==> config.mk <==
export PLATFORM = sky130hd
export DESIGN_NAME = check_multi
export DESIGN_NICKNAME = d
export VERILOG_FILES = /design/src/rtl/check_pkg.sv /design/src/rtl/check_sat_counter.sv /design/src/rtl/check_multi.sv
export SDC_FILE = /design/constraint.sdc
export NUM_CORES = 1
export LEC_CHECK = 0
export CAP_MARGIN = 20
export CORE_AREA = 2 2 94 142
export CTS_BUF_LIST = sky130_fd_sc_hd__clkbuf_8
export CTS_CLUSTER_SIZE = 24
export DETAILED_ROUTE_END_ITERATION = 8
export DIE_AREA = 0 0 96 144
export PLACE_DENSITY = 0.8
export RECOVER_POWER = 25
export SYNTH_ARGS = -nofsm -noshare
export SYNTH_HDL_FRONTEND = slang
export SYNTH_SLANG_ARGS = --single-unit
==> constraint.sdc <==
create_clock -name clock -period 2.18 [get_ports clock]
set_clock_uncertainty 0.2 [all_clocks]
set_input_delay 0.436 -clock clock [delete_from_list [all_inputs] [get_ports clock]]
set_output_delay 0.436 -clock clock [all_outputs]
set_load 0.02 [all_outputs]
==> src/rtl/check_pkg.sv <==
// Shared command codes, meta byte and FSM state encoding for the result checker.
package check_pkg;

    localparam logic [4:0] SC_CMD_IDLE    = 5'b00000;
    localparam logic [4:0] SC_CMD_BITMASK = 5'b00001;
    localparam logic [4:0] SC_CMD_MODE    = 5'b00010;
    localparam logic [4:0] SC_CMD_CLR_CNT = 5'b00011;

    localparam logic [7:0] META_RUN = 8'h80;

    typedef enum logic [1:0] {
        ST_IDLE      = 2'd0,
        ST_RD_FIFOS  = 2'd1,
        ST_CMP       = 2'd2,
        ST_WRITEBACK = 2'd3
    } state_t;

    function automatic int nwords(input int rtf_width, input int data_width);
        return (rtf_width + 8 + data_width - 1) / data_width;
    endfunction

endpackage

==> src/rtl/check_sat_counter.sv <==
// Saturating up-counter; a clear in the same cycle as an increment wins.
module check_sat_counter #(
    parameter int CNT_WIDTH = 16
) (
    input  logic                 clock,
    input  logic                 reset,
    input  logic                 i_inc,
    input  logic                 i_clr,
    output logic [CNT_WIDTH-1:0] o_count
);

    logic [CNT_WIDTH-1:0] r_count;

    always_ff @(posedge clock) begin
        if (reset || i_clr) begin
            r_count <= '0;
        end else if (i_inc && (r_count != '1)) begin
            r_count <= r_count + CNT_WIDTH'(1);
        end
    end

    assign o_count = r_count;

endmodule

==> src/rtl/check_multi.sv <==
// Pops a result/expected pair, compares under a bitmask and writes a packed record over Avalon-MM.
// state | meaning: IDLE wait for both FIFOs | RD_FIFOS pop both | CMP latch compare | WRITEBACK emit words
module check_multi
    import check_pkg::*;
#(
    parameter int ADDR_WIDTH = 20,
    parameter int DATA_WIDTH = 16,
    parameter int BE_WIDTH   = DATA_WIDTH / 8,
    parameter int RTF_WIDTH  = 24,
    parameter int ORV_WIDTH  = 8,
    parameter int CHF_WIDTH  = RTF_WIDTH + ORV_WIDTH + ADDR_WIDTH,
    parameter int SCC_WIDTH  = 5,
    parameter int SCD_WIDTH  = 24,
    parameter int CNT_WIDTH  = 16
) (
    input  logic                  clock,
    input  logic                  reset,
    output logic [ADDR_WIDTH-1:0] mem_address,
    output logic [BE_WIDTH-1:0]   mem_byteenable,
    output logic                  mem_write,
    output logic [DATA_WIDTH-1:0] mem_writedata,
    input  logic                  mem_waitrequest,
    input  logic [RTF_WIDTH-1:0]  rfifo_data,
    output logic                  rfifo_rdreq,
    input  logic                  rfifo_rdempty,
    input  logic [CHF_WIDTH-1:0]  cfifo_data,
    output logic                  cfifo_rdreq,
    input  logic                  cfifo_rdempty,
    input  logic [SCC_WIDTH-1:0]  sc_cmd,
    input  logic [SCD_WIDTH-1:0]  sc_data,
    output logic                  sc_ready,
    output logic [CNT_WIDTH-1:0]  vec_count,
    output logic [CNT_WIDTH-1:0]  fail_count
);

    localparam int NWORDS = nwords(RTF_WIDTH, DATA_WIDTH);
    localparam int PW     = NWORDS * DATA_WIDTH;
    localparam int PAD    = PW - RTF_WIDTH - 8;
    localparam int WW     = (NWORDS > 1) ? $clog2(NWORDS) : 1;
    localparam logic [WW-1:0] LAST_WORD = WW'(NWORDS - 1);

    state_t                r_state;
    logic [ADDR_WIDTH-1:0] r_addr;
    logic [WW-1:0]         r_word;
    logic [RTF_WIDTH-1:0]  r_bitmask;
    logic [RTF_WIDTH-1:0]  r_res;
    logic                  r_fail;
    logic                  r_fail_only;
    logic                  r_mem_write;
    logic                  r_rdreq;

    logic [RTF_WIDTH-1:0]           w_exp;
    logic [ADDR_WIDTH-1:0]          w_cf_addr;
    logic [RTF_WIDTH-1:0]           w_masked_res;
    logic [RTF_WIDTH-1:0]           w_masked_exp;
    logic                           w_fail;
    logic                           w_accept;
    logic                           w_in_cmp;
    logic                           w_cmd_mask;
    logic                           w_cmd_mode;
    logic                           w_cmd_clr;
    logic [RTF_WIDTH+SCD_WIDTH-1:0] w_sc_ext;
    logic [7:0]                     w_meta;
    logic [PW-1:0]                  w_packed;
    logic [DATA_WIDTH-1:0]          w_words [NWORDS];
    logic                           w_unused;

    assign w_exp        = cfifo_data[CHF_WIDTH-1 -: RTF_WIDTH];
    assign w_cf_addr    = cfifo_data[ORV_WIDTH +: ADDR_WIDTH];
    assign w_masked_res = rfifo_data & r_bitmask;
    assign w_masked_exp = w_exp & r_bitmask;
    assign w_fail       = (w_masked_res != w_masked_exp);
    assign w_accept     = r_mem_write && !mem_waitrequest;
    assign w_in_cmp     = (r_state == ST_CMP);

    assign w_cmd_mask = (sc_cmd == SCC_WIDTH'(SC_CMD_BITMASK));
    assign w_cmd_mode = (sc_cmd == SCC_WIDTH'(SC_CMD_MODE));
    assign w_cmd_clr  = (sc_cmd == SCC_WIDTH'(SC_CMD_CLR_CNT));
    assign w_sc_ext   = {{RTF_WIDTH{1'b0}}, sc_data};

    // OR value and the truncated part of sc_data are intentionally dropped
    assign w_unused = ^{cfifo_data[ORV_WIDTH-1:0], w_sc_ext[RTF_WIDTH+SCD_WIDTH-1:RTF_WIDTH]};

    // Record built from latched values so a bitmask change mid-writeback cannot alter it
    assign w_meta   = META_RUN | {7'd0, r_fail};
    assign w_packed = PW'({r_res, w_meta}) << PAD;

    always_comb begin
        for (int k = 0; k < NWORDS; k++) begin
            w_words[k] = w_packed[PW-1-k*DATA_WIDTH -: DATA_WIDTH];
        end
    end

    always_ff @(posedge clock) begin
        if (reset) begin
            r_state     <= ST_IDLE;
            r_addr      <= '0;
            r_word      <= '0;
            r_res       <= '0;
            r_fail      <= 1'b0;
            r_mem_write <= 1'b0;
            r_rdreq     <= 1'b0;
        end else begin
            r_rdreq <= 1'b0;
            case (r_state)
                ST_IDLE: begin
                    if (!rfifo_rdempty && !cfifo_rdempty) begin
                        r_state <= ST_RD_FIFOS;
                        r_rdreq <= 1'b1;
                    end
                end
                ST_RD_FIFOS: r_state <= ST_CMP;
                ST_CMP: begin
                    r_res  <= w_masked_res;
                    r_fail <= w_fail;
                    r_addr <= w_cf_addr;
                    if (r_fail_only && !w_fail) begin
                        r_state <= ST_IDLE;
                    end else begin
                        r_state     <= ST_WRITEBACK;
                        r_mem_write <= 1'b1;
                    end
                end
                ST_WRITEBACK: begin
                    if (w_accept) begin
                        r_addr <= r_addr + ADDR_WIDTH'(1);
                        if (r_word == LAST_WORD) begin
                            r_word      <= '0;
                            r_mem_write <= 1'b0;
                            r_state     <= ST_IDLE;
                        end else begin
                            r_word <= r_word + WW'(1);
                        end
                    end
                end
                default: r_state <= ST_IDLE;
            endcase
        end
    end

    always_ff @(posedge clock) begin
        if (reset) begin
            r_bitmask   <= '1;
            r_fail_only <= 1'b0;
        end else begin
            if (w_cmd_mask) r_bitmask <= w_sc_ext[RTF_WIDTH-1:0];
            if (w_cmd_mode) r_fail_only <= sc_data[0];
        end
    end

    check_sat_counter #(.CNT_WIDTH(CNT_WIDTH)) u_vec_cnt (
        .clock   (clock),
        .reset   (reset),
        .i_inc   (w_in_cmp),
        .i_clr   (w_cmd_clr),
        .o_count (vec_count)
    );

    check_sat_counter #(.CNT_WIDTH(CNT_WIDTH)) u_fail_cnt (
        .clock   (clock),
        .reset   (reset),
        .i_inc   (w_in_cmp && w_fail),
        .i_clr   (w_cmd_clr),
        .o_count (fail_count)
    );

    assign mem_address    = r_addr;
    assign mem_byteenable = '1;
    assign mem_write      = r_mem_write;
    assign mem_writedata  = w_words[r_word];
    assign rfifo_rdreq    = r_rdreq;
    assign cfifo_rdreq    = r_rdreq;
    assign sc_ready       = (r_state == ST_IDLE) && rfifo_rdempty && cfifo_rdempty;

endmodule

After elaboration in Yosys (flattened, before gate mapping)

Cells that the tools add are included.

Output and inout bits: 74
Bits in writable memories: 0
Word-level logic and storage cells: 69
Memories: 0
Bits of input ports: 110
Register bits after elaboration: 107
Latch bits: 0
Bits in read-only memories: 0

Reduce and logical (&&, ||, !) cells: 20
Mux-type cells: 16
Equality and inequality tests: 13
Multipliers: 0
Shift-type cells: 0
Order comparisons: 1
Add/sub/neg operators: 4
Bitwise gates (word level): 4
Divide/modulo/power cells: 0

Operators with widths:

| kind                                                             | number |
|---|---|
| 24-bit AND                                                       | 2 |
| 16-bit 2-to-1 mux                                                | 3 |
| 20-bit case mux with 2 select lines                              | 1 |
| 16-bit by 1-bit adder with 16-bit output (second input constant) | 2 |
| 16-bit inequality test (second input constant)                   | 2 |
| 24-bit inequality test                                           | 1 |
| 20-bit by 1-bit adder with 20-bit output (second input constant) | 1 |
| 20-bit 2-to-1 mux                                                | 1 |
| 5-bit by 2-bit == test with 1-bit output (second input constant) | 2 |
| 1-bit logical AND                                                | 8 |
| 2-bit 2-to-1 mux                                                 | 4 |
| 2-bit inequality test (second input constant)                    | 4 |
| 2-bit case mux with 4 select lines                               | 1 |
| 5-bit by 1-bit == test with 1-bit output (second input constant) | 1 |
| 1-bit 2-to-1 mux                                                 | 5 |
| 2-bit == test (second input constant)                            | 2 |
| 1-bit zero test                                                  | 4 |
| 2-bit AND reduction                                              | 2 |
| 4-bit AND reduction                                              | 1 |
| 3-bit AND reduction                                              | 1 |
| 2-bit by 1-bit == test with 1-bit output (second input constant) | 1 |
| 2-bit greater-or-equal comparator (second input constant)        | 1 |
| 2-bit zero test                                                  | 1 |
| 1-bit NOT with 2-bit output                                      | 1 |
| other kinds (6)                                                  | 6 |

Longest topological paths before layout

Depth after elaboration: 6
Depth in mapped cells: 9
Gate-level depth less buffers: 7

Hierarchy

Synthesis repeated with hierarchy kept, for this count alone.

Cells, all modules: 672
Area total of the unflattened synthesis: 5550.3 um^2

Modules (own cells, without submodules):

| module            | area each (um^2) | sequential area each (um^2) | cells each | instances |
|---|---|---|---|---|
| check_multi       | 3856.2           | 1501.4                      | 482        | 1 |
| check_sat_counter | 847.1            | 320.3                       | 95         | 2 |

Least setup slack after synthesis

No wires, ideal clock.

Path type: register -> register
Start point: register u_fail_cnt.r_count[0], in the netlist u_fail_cnt.o_count[0]
End point: register u_fail_cnt.r_count[9], in the netlist u_fail_cnt.o_count[9]
Data required time: 1.910 ns
Library setup time: 0.070 ns
Buffers on the path: 2
Period minus slack after synthesis: 2.254 ns
Arrival time: 1.983 ns
Stages on the path, launching flop included: 10
Setup slack: -0.074 ns
Path through: dfxtp_1 -> ha_1 -> and3_4 -> and4_4 -> buf_6 -> nand3_1 -> nand2_2 -> buf_4 -> or4_1 -> a21oi_1

Longest elaborated chain between the ends: 2
Elaborated cells on any way between the ends: 3
Those cells by class: 1 x add/sub; 1 x eq/ne; 1 x reduce/logical

Ends and longest elaborated chain:

| what                                                                                             | RTL line                | text |
|---|---|---|
| start: declaration                                                                               | check_sat_counter.sv:12 | `logic [CNT_WIDTH-1:0] r_count;` |
| start signal: assignment                                                                         | check_sat_counter.sv:18 | `r_count <= r_count + CNT_WIDTH'(1);` |
| parallel branches: the longest is 2 deep, another holds 16-bit by 1-bit adder with 16-bit output | -                       |  |

Parallel ways; which one is timed is not known.
A chain may end at the register's enable or synchronous reset.

Final worst setup path

Start point: input port cfifo_data[34]
End point: register u_fail_cnt.r_count[4], in the netlist u_fail_cnt.o_count[4]

Longest elaborated chain between the ends: 4

Ends and longest elaborated chain:

| what                   | RTL line                | text |
|---|---|---|
| start: declaration     | check_multi.sv:26       | `input logic [CHF_WIDTH-1:0] cfifo_data,` |
| 24-bit AND             | check_multi.sv:71       | `assign w_masked_exp = w_exp & r_bitmask;` |
| 24-bit inequality test | check_multi.sv:72       | `assign w_fail = (w_masked_res != w_masked_exp);` |
| 1-bit logical AND      | check_multi.sv:162      | `.i_inc (w_in_cmp && w_fail),` |
| 1-bit logical AND      | check_sat_counter.sv:17 | `end else if (i_inc && (r_count != '1)) begin` |

Every way passes these cells.

==> impl_metrics.tcl <==
set metrics [dict create \
    outcome "completed" \
    hold_ws_ns 0.2002 \
    track_usage_pct 24.44 \
    whs_path_depth 3 \
    chipWidth_um 96 \
    worstSetupStartpointType "primary input" \
    path_class "in -> reg" \
    via_per_inst 5.712 \
    synth_edf_count 0 \
    drive_gt1_share_pct 15.34 \
    syn_inst 636 \
    vias 5712 \
    ioPinCount 184 \
    clockPowerShare_pct 26.7 \
    cts_hold_buf 0 \
    synth_area_leaders "dfxtp_1 40%, xor2_1 5.4%, nand2_1 5.0%" \
    yosys.area.top_type_share_pct 40.16 \
    async_reset_ff_share_pct 0 \
    hold_viol 0 \
    reg2regPathDepth 7 \
    syn_avg_cell_area_sq_um 8.387 \
    overflow 0 \
    die_height_um 144 \
    synth_seq_cells 107 \
    port_buffers 173 \
    insertion_delay_ns 0.37 \
    cap_violations 0 \
    synthTopCellsByCount "107 x dfxtp_1, 71 x nand2_1, 53 x a21oi_1" \
    hp-class "in -> reg" \
    switchingPower_mw 1.415 \
    p_sw_share_pct 31.36 \
    end_kind "register" \
    p_leak_nw 2.927 \
    synth_top_area_cell "dfxtp_1" \
    start_util_pct 42.00 \
    areaGrowthSynthToFinish_pct 46.24 \
    ys_warn_count 0 \
    core-area_sq_mm 0.01270 \
    timing.fmax_ghz 0.4664 \
    die-area_sq_mm 0.01382 \
    drc 0 \
    ir_drop_uv 320.5 \
    power.total_mw 4.511 \
    grt_pass1_vias 5491 \
    dp_hpwl_um 12770 \
    first_iter_violations 300 \
    worstPathMaxFanout 7 \
    cp.arrival_ns 2.25 \
    instances_no_fill 1000 \
    combPwrFrac_pct 25.2 \
    ant_nets 0 \
    power_frac_seq_pct 48.1 \
    post-synth-top-count-cell "dfxtp_1" \
    grt_pass1_wl_um 26520 \
    powerDensity_mw_per_mm2 578.4 \
    wl_per_cell_um 17.56 \
    cts_sinks 107 \
    fillCellCount 1135 \
    finalWeightedCongestion 0.8506 \
    drv_slew 0 \
    numCtsBuffers 9 \
    rows 51 \
    htreeDepth 3 \
    antenna_cells 0 \
    setup_viol 0 \
    rsz0062_at_grt "yes" \
    synth.distinct_cells 52 \
    drt_first_pass_iters 5 \
    cts_max_path_buffers 2 \
    finalWirelength_um 17560 \
    clkTransAtPathRegs_ns 0.11 \
    netlist_area_sq_mm 0.005334 \
    fin_crit_ns 2.144 \
    intPower_mw 3.096 \
    antenna_found_initial 0 \
    place_inst 973 \
    grt_max_degree 42 \
    yosysSeqAreaShare_pct 40.16 \
    cts_tree "yes" \
    required_ns 2.29 \
    root_buffer "clkbuf_8" \
    fin_nets 949 \
    ys.flop_type "dfxtp_1" \
    fin_crit_sh_pct 98.36 \
    fin_util_pct 61.42 \
]
[sequential cells by signal, summed over array words and instances (netlist names)]
| name | flops |
|---|---|
| r_state | 2 |
| u_vec_cnt.o_count | 16 |
| mem_write | 1 |
| r_res | 24 |
| r_fail_only | 1 |
| r_fail | 1 |
| cfifo_rdreq | 1 |
| r_bitmask | 24 |
| mem_address | 20 |
| r_word | 1 |
| u_fail_cnt.o_count | 16 |
[worst max-delay path, stage by stage]
cell and delay [ns]:
clkdlybuf4s50_1 0.47, xor2_1 0.15, a22oi_1 0.10, nand4_1 0.15
nor3_4 0.08, buf_12 0.13, buf_4 0.15, or4_1 0.48
nand2_1 0.09
[power groups by stage]
stage                     clock network, mW  logic, mW  registers [mW]
after CTS                              1.24       1.14            2.17
after global routing                   1.32       1.22            2.18
after global placement                    0       1.14            2.20
final                                  1.20       1.14            2.17
after floorplan                           0      0.527            2.25
after detailed placement                  0       1.17            2.21
[through the flow]
step,instance area [sq um],setup TNS (ns),setup WS (ns)
6_report,7800,0,0.03581
4_1_cts,7751,-0.02147,-0.01609
3_5_place_dp,7506,-13.20,-0.5897
5_1_grt,7800,-0.02604,-0.02265
3_3_place_gp,7506,-12.86,-0.5702
2_1_floorplan,5349,0,0.01883
[layout make-up]
type | count | area, sq um | area share, %
Sequential cell | 107 | 2152 | 27.59
Tap cell | 159 | 198.9 | 2.551
Multi-Input combinational cell | 478 | 3057 | 39.19
Clock buffer | 11 | 151.4 | 1.941
Timing Repair Buffer | 235 | 2180 | 27.94
Clock inverter | 5 | 42.54 | 0.5454
Inverter | 5 | 18.77 | 0.2406
[cells in the final DEF, fill, tap and decap left out, types with 18 or more instances in the layout]
| master | instances |
|---|---|
| dlygate4sd2_1 | 42 |
| nand4_1 | 18 |
| nor2b_1 | 31 |
| dfxtp_1 | 103 |
| nand3_1 | 40 |
| a211o_1 | 24 |
| a21oi_1 | 50 |
| nor2_1 | 35 |
| clkdlybuf4s50_1 | 113 |
| nand2_1 | 71 |
| xor2_1 | 33 |
| buf_4 | 48 |
[per-layer routing]
| metal | up-vias | global-route usage, % | part of all wire [%] |
|---|---|---|---|
| met1 | 2719 | 25.94 | 36 |
| li1 | 2708 | - | - |
| met3 | 34 | 5.680 | 6.7 |
| met5 | - | 0 | 0 |
| met4 | 0 | 10.30 | 3.0 |
| met2 | 251 | 45.03 | 54 |
[logic make-up after synthesis]
kind of cell	after synthesis	share of synthesized area [%]
AND/OR/NAND/NOR	260	25.29
AO/OA/AOI/OAI	163	20.50
flip-flops	107	40.16
buffers and inverters	53	4.715
XOR/XNOR	36	5.911
multiplexers	13	2.651
adder cells (fa/ha/maj)	3	0.7038
other	1	0.07031
[final timing paths]
path	startpoint	end	slack, ns
max	cfifo_data[34]	u_fail_cnt.o_count[4]	0.04
min	rfifo_data[22]	r_res[22]	0.20
max reg2reg	u_fail_cnt.o_count[0]	u_fail_cnt.o_count[5]	0.04
min reg2reg	r_res[2]	r_res[2]	0.26
[what timing repair did]
item / CTS / global route
pin swaps: 31 / 14
gates resized for setup: 86 / 29
setup endpoints to repair: 37 / 32
endpoints found under the hold margin: 0 / 0
buffers inserted: 3 / 6
gates cloned: 1 / 2
No activity file was read; power rests on OpenSTA's default activity.
